**config.mk**
```make
export PLATFORM = sky130hd
export DESIGN_NAME = twiddle_sched
export DESIGN_NICKNAME = d
export VERILOG_FILES = /design/src/rtl/twiddle_sched.sv
export SDC_FILE = /design/constraint.sdc
export NUM_CORES = 1
export LEC_CHECK = 0
export ABC_AREA = 1
export CAP_MARGIN = 40
export CORE_MARGIN = 2
export CORE_UTILIZATION = 32
export DETAILED_ROUTE_END_ITERATION = 10
export PLACE_DENSITY = 0.86
export SLEW_MARGIN = 15
export SYNTH_ARGS = -nofsm -noshare
export SYNTH_HDL_FRONTEND = slang
export SYNTH_SLANG_ARGS = --single-unit
```
**constraint.sdc**
```tcl
create_clock -name clk -period 1.65 [get_ports clk]
set_input_delay 0.2475 -clock clk [delete_from_list [all_inputs] [get_ports clk]]
set_output_delay 0.2475 -clock clk [all_outputs]
set_load 0.03 [all_outputs]
```
**src/rtl/twiddle_sched.sv**
```systemverilog
// Twiddle-factor scheduler for a radix-2 FFT: walks stage/sample counters,
// addresses the twiddle ROM and registers the multiplier product under valid/ready.
module twiddle_sched #(
    parameter int N_LOG2 = 4,
    parameter int W      = 24
) (
    input  logic              clk,
    input  logic              rst,
    input  logic              start,
    input  logic              in_valid,
    input  logic [W-1:0]      in_data,
    output logic              in_ready,
    output logic [N_LOG2-2:0] tw_addr,
    input  logic [W-1:0]      tw_data,
    output logic [W-1:0]      mul_a,
    output logic [W-1:0]      mul_b,
    input  logic [W-1:0]      mul_out,
    output logic              out_valid,
    output logic [W-1:0]      out_data,
    input  logic              out_ready,
    output logic [N_LOG2-1:0] stage,
    output logic              busy,
    output logic              done
);

    localparam int JW                  = N_LOG2 - 1;
    localparam int HALF                = 1 << JW;
    localparam logic [JW-1:0] J_LAST   = JW'(HALF - 1);
    localparam logic [N_LOG2-1:0] S_LAST = N_LOG2'(N_LOG2 - 1);

    typedef enum logic [1:0] {IDLE, RUN, FLUSH} state_t;

    state_t        state;
    logic [JW-1:0] j;
    logic          xfer;
    logic          last_xfer;
    int            tw_span;

    // A new sample may enter only if the output register is free or draining now.
    // The twiddle stride doubles each stage while the span of distinct factors halves.
    always_comb begin
        in_ready  = (state == RUN) && (!out_valid || out_ready);
        xfer      = in_valid && in_ready;
        last_xfer = xfer && (j == J_LAST) && (stage == S_LAST);
        tw_span   = HALF >> stage;
        tw_addr   = JW'((int'(j) & (tw_span - 1)) << stage);
    end

    assign busy  = (state != IDLE);
    assign mul_a = in_data;
    assign mul_b = tw_data;

    always_ff @(posedge clk) begin
        if (rst) begin
            state     <= IDLE;
            j         <= '0;
            stage     <= '0;
            out_valid <= 1'b0;
            out_data  <= '0;
            done      <= 1'b0;
        end else begin
            done <= 1'b0;

            if (xfer) begin
                out_data  <= mul_out;
                out_valid <= 1'b1;
                if (j == J_LAST) begin
                    j     <= '0;
                    stage <= (stage == S_LAST) ? '0 : stage + 1'b1;
                end else begin
                    j <= j + 1'b1;
                end
            end else if (out_ready) begin
                out_valid <= 1'b0;
            end

            case (state)
                IDLE: begin
                    if (start) begin
                        state <= RUN;
                        j     <= '0;
                        stage <= '0;
                    end
                end
                RUN: begin
                    if (last_xfer) state <= FLUSH;
                end
                FLUSH: begin
                    // Frame ends once the last product has been taken downstream.
                    if (!out_valid || out_ready) begin
                        state <= IDLE;
                        done  <= 1'b1;
                        j     <= '0;
                        stage <= '0;
                    end
                end
                default: state <= IDLE;
            endcase
        end
    end

endmodule

```
### Word-level counts from Yosys, hierarchy flattened

Index checks and enable logic that the tools add are counted.

| word-level totals | value |
|---|---|
| logic and storage cells | 49 |
| register bits | 35 |

| operators by class | value |
|---|---|
| equality and inequality tests | 7 |
| reduce and logical (&&, ||, !) cells | 11 |
| shifts and indexed selects | 2 |
| muxes and demuxes | 18 |
| bitwise gates (word level) | 2 |
| $add $sub $neg | 3 |

Operator list:

| kind | count |
|---|---|
| $and 4x32->32 | 1 |
| $shl 32x4->3 | 1 |
| $shr 4x4->32 const A | 1 |
| $sub 32x2->32 const B | 1 |
| $mux 4 | 5 |
| $mux 3 | 4 |
| $pmux 4 s2 | 1 |
| $mux 2 | 3 |
| $ne 2x2->1 const B | 3 |
| $pmux 2 s3 | 1 |
| $pmux 3 s2 | 1 |
| $add 4x1->4 const B | 1 |
| $eq 4x2->1 const B | 1 |
| $logic_and 1x1->1 | 4 |
| $reduce_bool 2->1 | 2 |
| $add 3x1->3 const B | 1 |
| $eq 3x3->1 const B | 1 |
| $mux 1 | 3 |
| $reduce_and 3->1 | 1 |
| $eq 2x1->1 const B | 1 |
| $eq 2x2->1 const B | 1 |
| $logic_not 2->1 | 1 |
| $reduce_or 2->1 | 1 |
| $logic_not 1->1 | 1 |
| 2 further kinds | 2 |

### Longest topological paths before layout

| logic depth | value |
|---|---|
| depth after elaboration | 8 |
| depth in mapped cells | 9 |
| depth with buffers taken out | 9 |

### Worst setup path after synthesis

Ideal clock, no wire load.

| timing | value |
|---|---|
| kind | register -> output |
| start point | reg stage[0] |
| end point | out tw_addr[1] |
| required time | 1.402 ns |
| stages on the path, launching flop included | 7 |
| slack | -0.805 ns |
| buffers on the path | 1 |
| arrival | 2.207 ns |
| cells stage by stage | dfxtp_1 -> buf_2 -> nand4_1 -> ha_1 -> nor2_1 -> nor2_1 -> nor4_1 |

| on the way | value |
|---|---|
| longest elaborated chain between the ends | 4 |

RTL lines:

| element | line | RTL |
|---|---|---|
| start, declared | 21 | `output logic [N_LOG2-1:0] stage,` |
| start signal, assigned | 69 | `stage <= (stage == S_LAST) ? '0 : stage + 1'b1;` |
| $shr 4x4->32 | 45 | `tw_span = HALF >> stage;` |
| $sub 32x2->32 | 46 | `tw_addr = JW'((int'(j) & (tw_span - 1)) << stage);` |
| $and 4x32->32 | 46 |  |
| $shl 32x4->3 * | 46 |  |
| end, declared | 13 | `output logic [N_LOG2-2:0] tw_addr,` |

Mark *: on every way between the ends. The rest lies on a longest branch, timed or not.

### Final worst setup path

| timing | value |
|---|---|
| start point | reg stage[3] |
| end point | out tw_addr[2] |

Same word-level chain as after synthesis.

==> impl_metrics.csv <==
group,metric,value,unit
hold_path,min_to,"out_data[0]",
global_routing,track_usage,0.134,
global_routing,grt_max_degree,22,
yosys,syn_inst,254,
yosys,yosysTopAreaCellShare,0.375,
timing,finalMaxSlewViolations,0,
worst_setup_path,critical_path.reg2reg.startpoint,"j[0]",
timing,tightestPinTransition,0.332,ns
timing,setup_ws,-0.189,ns
clocking,cts_buffer_depth,2,
die,die-area,0.00647,sq mm
yosys,yosys_register_bits,35,
yosys,synth_edf_count,0,
power_and_ir_drop,p_leak,0.979,nW
worst_setup_path,r2r.worst_path.cells,6,
clocking,cts_setup_buffers,0,
final_layout,layout-drive-gt1-share,0.169,
yosys,synth_cell_type_count,22,
timing,rsz0062_at_grt,"yes",
die,core,0.00557,sq mm
global_routing,grt_pass1_vias,1601,
timing,hold_viol,0,
detailed_routing,routed_wl,4010,microns
detailed_routing,dr_total_vias,1607,
die,start_util,0.336,
clocking,cts_tree,"built",
place,place_congestion,0.733,
status,status,"finished, violations left",
power_and_ir_drop,power_density,727,mW/mm^2
final_layout,insertedDiodeCount,0,
timing,fin_skew,0.00648,ns
die,die-height,80.5,microns
worst_setup_path,crit_start,"stage[3]",
hold_path,holdCritPathClass,"flip-flop to flip-flop",
yosys,async_flop_share,0,
yosys,synthMostInstantiatedCell,"nand2_1",
clocking,cts.sinks,35,
yosys,netlist_top_cells_area,"dfxtp_1 (37%), buf_4 (19%), nand2_1 (14%)",
die,rows,27,
yosys,synth-seq-area-share,0.375,
clocking,root_buffer,"clkbuf_8",
worst_setup_path,startpoint_type,"flip-flop",
timing,timing.fmax,544,MHz
die,die_width,80.5,microns
die,boundaryPins,160,
global_routing,met3_usage,0.0652,
power_and_ir_drop,finalPower,1.79,mW
clocking,cts_hold_buffers,0,
timing,timing.final.crit_share,1.11,
clocking,clock_latency,0.28,ns
final_layout,num-nets-final,366,
detailed_routing,postRouteAntennaNets,0,
power_and_ir_drop,vdd_drop_max,0.406,mV
yosys,synth_common_cells,"nand2_1 (70), buf_4 (48), dfxtp_1 (35), a21oi_1 (30), nor2_1 (18)",
timing,maxSlewHeadroom,0.778,
global_routing,grt.busiest_layer,"met2",
worst_setup_path,end_kind,"output pin",
place,dp_hpwl,3070,microns
hold_path,worstHoldStart,"out_data[0]",
status,violations,"setup timing",
global_routing,grt_pass1_wl,6820,microns
job,drv_cap,0,
worst_setup_path,worstSetupPathType,"flip-flop to output pin",
timing,period_minus_slack,1.84,ns
global_routing,antenna_found_initial,0,
worst_setup_path,worst_ep_arrival_time,1.59,ns
yosys,yosysTopAreaCell,"dfxtp_1",
clocking,htreeDepth,2,
yosys,syn_area_per_cell,7.36,sq um
global_routing,overflow,0,
yosys,yosys_warnings,0,
yosys,synth_nets,335,
global_routing,grt_use_met2,0.229,
timing,finalSetupTns,-0.353,ns
detailed_routing,route.detailed.drc,0,
timing,setup_viol_count_final,2,
final_layout,final_area,0.00246,sq mm
yosys,ys.flop_type,"dfxtp_1",
worst_setup_path,worstPathRequired,1.40,ns
global_routing,grt.met1_usage,0.143,
place,port_buffers,63,
hold_path,holdPathStages,2,
worst_setup_path,path_max_fanout,3,
clocking,path_clk_slew,0.07,ns
final_layout,area_growth,31.6,%
worst_setup_path,r2r_end,"stage[3]",
detailed_routing,first_iter_violations,58,
place,dpl_cell_area,0.00235,sq mm
worst_setup_path,r2r_slack,0.22,ns
clocking,numCtsBuffers,5,
yosys,syn_area,0.00187,sq mm
detailed_routing,wl_per_cell,11.3,microns
detailed_routing,first_pass_iters,4,
detailed_routing,vias_per_cell,4.51,
-- sequential cells by signal, summed over array words and instances, names as in the netlist --
name and cells:
state 2, done 1, j 3, out_valid 1, stage 4, out_data 24
-- critical path: stages, from the launching register on --
cell and delay (ns):
dfxtp_2 0.34, nor2_4 0.12, nand3_2 0.10, ha_4 0.26, nor2_4 0.12, nand3_2 0.08, nand3_2 0.06, nand2_1 0.06
inv_2 0.05, buf_6 0.12
-- layout make-up --
cell class,instances,area (sq um)
clock buffer,6,72.6
fill,549,3110
inverter,16,61.3
multi-input combinational,146,756
sequential,35,708
tap,72,90.1
timing repair buffer,81,773
-- metrics by stage --
stage / hold WS [ns] / instances / setup WS, ns / util
2_1_floorplan: 0.390 / 254 / -0.200 / -
3_3_place_gp: 0.450 / 350 / -0.00971 / 0.421
3_5_place_dp: 0.458 / 350 / -0.0220 / 0.421
4_1_cts: 0.468 / 356 / -0.213 / 0.440
5_1_grt: 0.483 / 356 / -0.262 / 0.442
6_report: 0.465 / 356 / -0.189 / 0.442
-- cell families after synthesis --
| kind of cell | Yosys count | synth area share |
|---|---|---|
| AND/OR/NAND/NOR | 107 | 0.249 |
| buffers and inverters | 73 | 0.256 |
| AO/OA/AOI/OAI | 35 | 0.0936 |
| flip-flops | 35 | 0.375 |
| adder cells (fa/ha/maj) | 4 | 0.0268 |
-- per-layer routing --
metal,share of wire,up-vias
li1,-,815
met1,0.42,712
met2,0.47,71
met3,0.097,9
met4,0.014,0
met5,0,-
-- placed cells by master, fill, tap and decap left out, types with 5 or more instances in the layout --
cell             count
nand2_1             70
clkdlybuf4s50_1     54
dfxtp_1             31
a21oi_1             30
buf_4               19
nor2_1              15
inv_1               12
nor2_4               5
o21ai_0              5
clkbuf_8             5
-- power by group --
part           leakage (nW)  switching [mW]  internal [mW]
clock                0.0371           0.279          0.281
combinational         0.656           0.172          0.162
sequential            0.287          0.0190          0.874
total                 0.979           0.470           1.32
-- how the worst max path moves through the flow --
stage | cells past startpoint | slack [ns] | to
after global routing | 9 | -0.26 | tw_addr[2]
after global placement | 7 | -0.01 | tw_addr[1]
final | 9 | -0.19 | tw_addr[2]
after CTS | 7 | -0.21 | tw_addr[1]
after detailed placement | 7 | -0.02 | tw_addr[1]
after floorplan | 7 | -0.20 | tw_addr[1]
-- timing repair --
item | 4_1_cts | 5_1_grt
endpoints found under the hold margin | 0 | 0
pin swaps | 5 | 3
endpoints found under the setup margin | 6 | 3
gates resized for setup | 13 | 2
(Power assumes the default switching activity.)
